<file path="src/rtl/rf_wb_ctrl.sv">
// Writeback merge queue for load and ALU results feeding the register file.
// Pops one entry per cycle and forwards pending writes to decode.
module rf_wb_ctrl #(
   parameter int DEPTH = 4
) (
   input  logic        clk,
   input  logic        rst,
   input  logic        mem_valid,
   output logic        mem_ready,
   input  logic [4:0]  mem_wa,
   input  logic [31:0] mem_wd,
   input  logic        alu_valid,
   output logic        alu_ready,
   input  logic [4:0]  alu_wa,
   input  logic [31:0] alu_wd,
   output logic        RFWE,
   output logic [4:0]  RFWA,
   output logic [31:0] RFWD,
   input  logic [4:0]  q1_addr,
   input  logic [4:0]  q2_addr,
   output logic        q1_hit,
   output logic        q2_hit,
   output logic [31:0] q1_data,
   output logic [31:0] q2_data,
   output logic [31:0] pending
);

   localparam int PW = (DEPTH > 1) ? $clog2(DEPTH) : 1;
   localparam int CW = PW + 1;

   logic [4:0]    q_wa [DEPTH];
   logic [31:0]   q_wd [DEPTH];
   logic [PW-1:0] head;
   logic [PW-1:0] tail;
   logic [CW-1:0] count;
   logic [CW-1:0] free;
   logic          mem_push;
   logic          alu_push;
   logic          pop;
   logic [1:0]    pushes;
   logic [PW-1:0] alu_slot;

   assign free      = CW'(DEPTH) - count;
   assign mem_ready = (free != '0);
   assign alu_ready = (free >= CW'(2)) || ((free != '0) && !mem_valid);

   // Register 0 writes are handshaken but dropped before the queue.
   assign mem_push = mem_valid && mem_ready && (mem_wa != 5'd0);
   assign alu_push = alu_valid && alu_ready && (alu_wa != 5'd0);
   assign pop      = (count != '0);
   assign pushes   = {1'b0, mem_push} + {1'b0, alu_push};
   assign alu_slot = tail + PW'(mem_push);

   always_ff @(posedge clk) begin
      if (mem_push) begin
         q_wa[tail] <= mem_wa;
         q_wd[tail] <= mem_wd;
      end
      if (alu_push) begin
         q_wa[alu_slot] <= alu_wa;
         q_wd[alu_slot] <= alu_wd;
      end
   end

   always_ff @(posedge clk or posedge rst) begin
      if (rst) begin
         head  <= '0;
         tail  <= '0;
         count <= '0;
         RFWE  <= 1'b0;
         RFWA  <= 5'd0;
         RFWD  <= 32'd0;
      end else begin
         tail  <= tail + PW'(pushes);
         count <= count + CW'(pushes) - CW'(pop);
         if (pop) begin
            head <= head + PW'(1);
            RFWE <= 1'b1;
            RFWA <= q_wa[head];
            RFWD <= q_wd[head];
         end else begin
            RFWE <= 1'b0;
         end
      end
   end

   // Later matches override earlier ones, so the youngest write wins.
   always_comb begin
      logic [PW-1:0] idx;
      q1_hit  = 1'b0;
      q1_data = 32'd0;
      q2_hit  = 1'b0;
      q2_data = 32'd0;
      pending = 32'd0;
      idx     = '0;
      if (RFWE) begin
         pending[RFWA] = 1'b1;
         if (RFWA == q1_addr) begin
            q1_hit  = 1'b1;
            q1_data = RFWD;
         end
         if (RFWA == q2_addr) begin
            q2_hit  = 1'b1;
            q2_data = RFWD;
         end
      end
      for (int i = 0; i < DEPTH; i++) begin
         idx = head + PW'(i);
         if (CW'(i) < count) begin
            pending[q_wa[idx]] = 1'b1;
            if (q_wa[idx] == q1_addr) begin
               q1_hit  = 1'b1;
               q1_data = q_wd[idx];
            end
            if (q_wa[idx] == q2_addr) begin
               q2_hit  = 1'b1;
               q2_data = q_wd[idx];
            end
         end
      end
      pending[0] = 1'b0;
      if (q1_addr == 5'd0) begin
         q1_hit  = 1'b0;
         q1_data = 32'd0;
      end
      if (q2_addr == 5'd0) begin
         q2_hit  = 1'b0;
         q2_data = 32'd0;
      end
   end

endmodule

</file>
<file path="config.mk">
export PLATFORM = sky130hd
export DESIGN_NAME = rf_wb_ctrl
export DESIGN_NICKNAME = d
export VERILOG_FILES = /design/src/rtl/rf_wb_ctrl.sv
export SDC_FILE = /design/constraint.sdc
export NUM_CORES = 1
export LEC_CHECK = 0
export BUFFER_PORTS_ARGS = -buffer_cell sky130_fd_sc_hd__buf_2
export CAP_MARGIN = 5
export CORE_ASPECT_RATIO = 0.75
export CORE_MARGIN = 1.5
export CORE_UTILIZATION = 54
export DETAILED_ROUTE_END_ITERATION = 10
export PLACE_DENSITY = 0.85
export SYNTH_ARGS = -nofsm -noshare
export SYNTH_HDL_FRONTEND = slang
export SYNTH_SLANG_ARGS = --single-unit
</file>
<file path="constraint.sdc">
create_clock -name clk -period 3.58 [get_ports clk]
set_input_delay 0.358 -clock clk [delete_from_list [all_inputs] [get_ports clk]]
set_output_delay 0.358 -clock clk [all_outputs]
set_load 0.05 [all_outputs]
</file>
==> results.toml <==
[run_status]
status = "finished with violations"
failed_checks = "setup timing"

[floorplan]
die_x_um = 203
core_sq_um = 29300
die_y_um = 153
io_pins = 226
initial_core_util_pct = 55.3
die-area_sq_um = 31100
rows = 54

[synthesis]
synthXorXnorAreaFrac_pct = 3.18
synth_top_cell_by_area = "edfxtp_1"
synth_top_area_share_pct = 27.4
syn_avg_cell_area_sq_um = 11.6
synth.cell_area_sq_um = 16200
synth_edf_count = 148
synth_area_leaders = "edfxtp_1, mux4_2, mux2_2"
synth_cell_types = 61
yosys_warnings = 0
synth_simple_gate_area_share_pct = 11.3
async_reset_ff_share_pct = 23.3
synth_top_family_by_area = "multiplexers"
ys_seq_area_share_pct = 34.3
synth_cells = 1393
synth_adder_area_share_pct = 0.894
synth_fp_nets = 1492
synth_compound_area_share_pct = 14.0
synthFlopType = "edfxtp_1"
synth.area.mux_share_pct = 31.4
synth-seq-cells = 193

[global_route]
grt.total_usage_pct = 37.9
grt_pass1_wl_mm = 89.0
grt_remaining_overflow = 0
grt_pass1_vias = 14732
grt_max_degree = 130
antenna_found_initial = 11

[cells_and_area]
regArea_sq_um = 5580
multiInputGateArea_sq_um = 11600
fillers = 1636
layout-drive-gt1-share_pct = 57.6
syn_to_final_growth_pct = 36.4
nets = 1761

[critical_path]
reg2reg_to = "q_wd[0][21]"
crit_path_start_kind = "flop"
cp_common_cell = "buf_8"
cp-end-kind = "output pin"
required_ps = 3220
crit_start = "head[0]"
cp_cell_sequence = "buf_8 > mux4_2 > xor2_2 > nor3_2 > and4_4 > buf_8 > buf_12 > a221oi_1 > o31ai_2 > buf_6"
endpoint = "q1_data[17]"
critPathMaxFanout = 8
rr_worst_depth = 10
cpPeakStageDelay_ps = 590
timing.rr.start = "count[0]"
arrival_ps = 3630
r2r_slack_ps = 110
critPathKind = "flop to output pin"
crit_slowest_cell = "mux4_2"

[route]
via_count = 16821
wl_per_cell_um = 35.3
drtIter0Drc = 3005
wl_mm = 73.3
via_per_inst = 8.11
route.antenna.remaining_nets = 0
dr.pass1.iters = 6
drc = 0

[clocking]
postCtsHoldBufs = 0
clockBufferDepth = 2
h-tree-depth = 4
numCtsBuffers = 17
root_buffer = "clkbuf_16"
insertion_delay_ps = 490
cts_tree = "done"
cts.clk_slew.worst_paths_ps = 90
clock-sinks = 193

[sta]
period_needed_ps = 3990
hold_viol = 0
slew_headroom_pct = 37.7
setup_viol = 66
clock_skew_ps = 18.6
rsz0062_at_grt = "yes"
period_share_pct = 111
maxSlewViolCount = 0
max_freq_ghz = 0.251
tightest_slew_ps = 933
worst_slack_ps = -411

[placement]
gp_congestion = 1.01
place_ws_ps = -34.7
dp_hpwl_mm = 37.9
port_buffers = 224

[min_path]
hp-class = "input pin to asynchronous set/reset pin"

[run]
drv_cap = 0
-- what timing repair did --
item                                   4_1_cts  5_1_grt
gates cloned                                 2       17
pin swaps                                   42       83
setup buffers                               32       31
endpoints found under the hold margin        0        0
setup endpoints to repair                   66       66
resized for setup                          172      233
-- worst max-delay path: cells and delay by family (launching register included) --
kind                   cells  cell delay (ps)
XOR/XNOR                   1              180
multiplexers               1              590
AO/OA/AOI/OAI              2              500
buffers and inverters      4              720
AND/OR/NAND/NOR            2              620
flip-flops                 1              520
-- Yosys cell counts (all sizes together) (2+ instances only) --
| library cell | number |
|---|---|
| mux4 | 148 |
| o21ba | 2 |
| a21oi | 2 |
| nor2 | 99 |
| ha | 10 |
| a32oi | 63 |
| and3b | 4 |
| a221oi | 64 |
| and2 | 2 |
| a222oi | 2 |
| o22ai | 2 |
| or2 | 36 |
| nor4 | 3 |
| nand4 | 6 |
| buf | 66 |
| o21ai | 3 |
| mux2i | 4 |
| nor3b | 15 |
| dfrtp | 45 |
| or3 | 2 |
| mux2 | 152 |
| or4 | 3 |
| nand2 | 169 |
| nand3 | 32 |
| a22oi | 60 |
| nand2b | 3 |
| edfxtp | 148 |
| and3 | 8 |
| xor2 | 13 |
| a31o | 2 |
| nor3 | 15 |
| xnor2 | 45 |
| clkbuf | 76 |
| inv | 15 |
| o31ai | 63 |
-- worst min-delay path by stage --
stage	slack [ps]	depth (start not counted)	endpoint
final	80	2	RFWE
after global routing	130	2	RFWE
after CTS	80	2	RFWE
after detailed placement	520	2	RFWD[12]
after global placement	510	2	RFWD[12]
after floorplan	520	1	count[0]
-- final cells by class --
class	instances	share of cell area (%)
Multi-Input combinational cell	1044	52.6
Sequential cell	193	25.2
Timing Repair Buffer	391	16.7
Tap cell	392	2.22
Clock buffer	17	1.92
Clock inverter	15	1.00
Inverter	15	0.254
Antenna cell	8	0.0904
-- cells by family (layout without fill, tap and decap cells) --
kind of cell / after synthesis / in the layout
AND/OR/NAND/NOR: 399 / 399
multiplexers: 304 / 304
AO/OA/AOI/OAI: 270 / 271
flip-flops: 193 / 193
buffers and inverters: 157 / 438
XOR/XNOR: 58 / 58
adder cells (fa/ha/maj): 11 / 11
other: 1 / 9
-- cell usage in the layout (no fill, tap or decap), drive strengths merged, types with 32 or more instances in the layout --
master and instances:
a221oi 64, or2 36, nand2 169, dfrtp 45
edfxtp 148, mux4 148, nor2 99, o31ai 63
mux2 152, a22oi 60, buf 378, nand3 32
a32oi 63, xnor2 45
-- registers in the layout (all words and copies together), names as in the netlist --
register	flops
RFWA	5
RFWD	32
RFWE	1
count	3
head	2
q_wa	20
q_wd	128
tail	2
-- layer usage --
layer | routed length (um) | vias to the layer above | track usage [%]
met5 | 70 | - | 0
met3 | 12500 | 631 | 11.9
met1 | 23500 | 8024 | 51.1
met2 | 31200 | 1967 | 56.7
li1 | - | 6189 | -
met4 | 5970 | 10 | 15.5
-- per-stage QoR --
stage / util (%) / hold slack (ps) / instance area (sq um) / TNS [ps] / instances
2_1_floorplan: - / 523 / 16400 / -1910 / 1393
3_3_place_gp: 62.6 / 509 / 18400 / 0 / 1954
3_5_place_dp: 62.6 / 520 / 18400 / -35.0 / 1954
4_1_cts: 68.5 / 78.6 / 20100 / -353 / 2020
5_1_grt: 75.5 / 126 / 22100 / -19990 / 2071
6_report: 75.5 / 81.4 / 22100 / -18860 / 2075
Power is not shown: default switching activity piles up to over one toggle a cycle in this logic, so the estimate is an artifact.
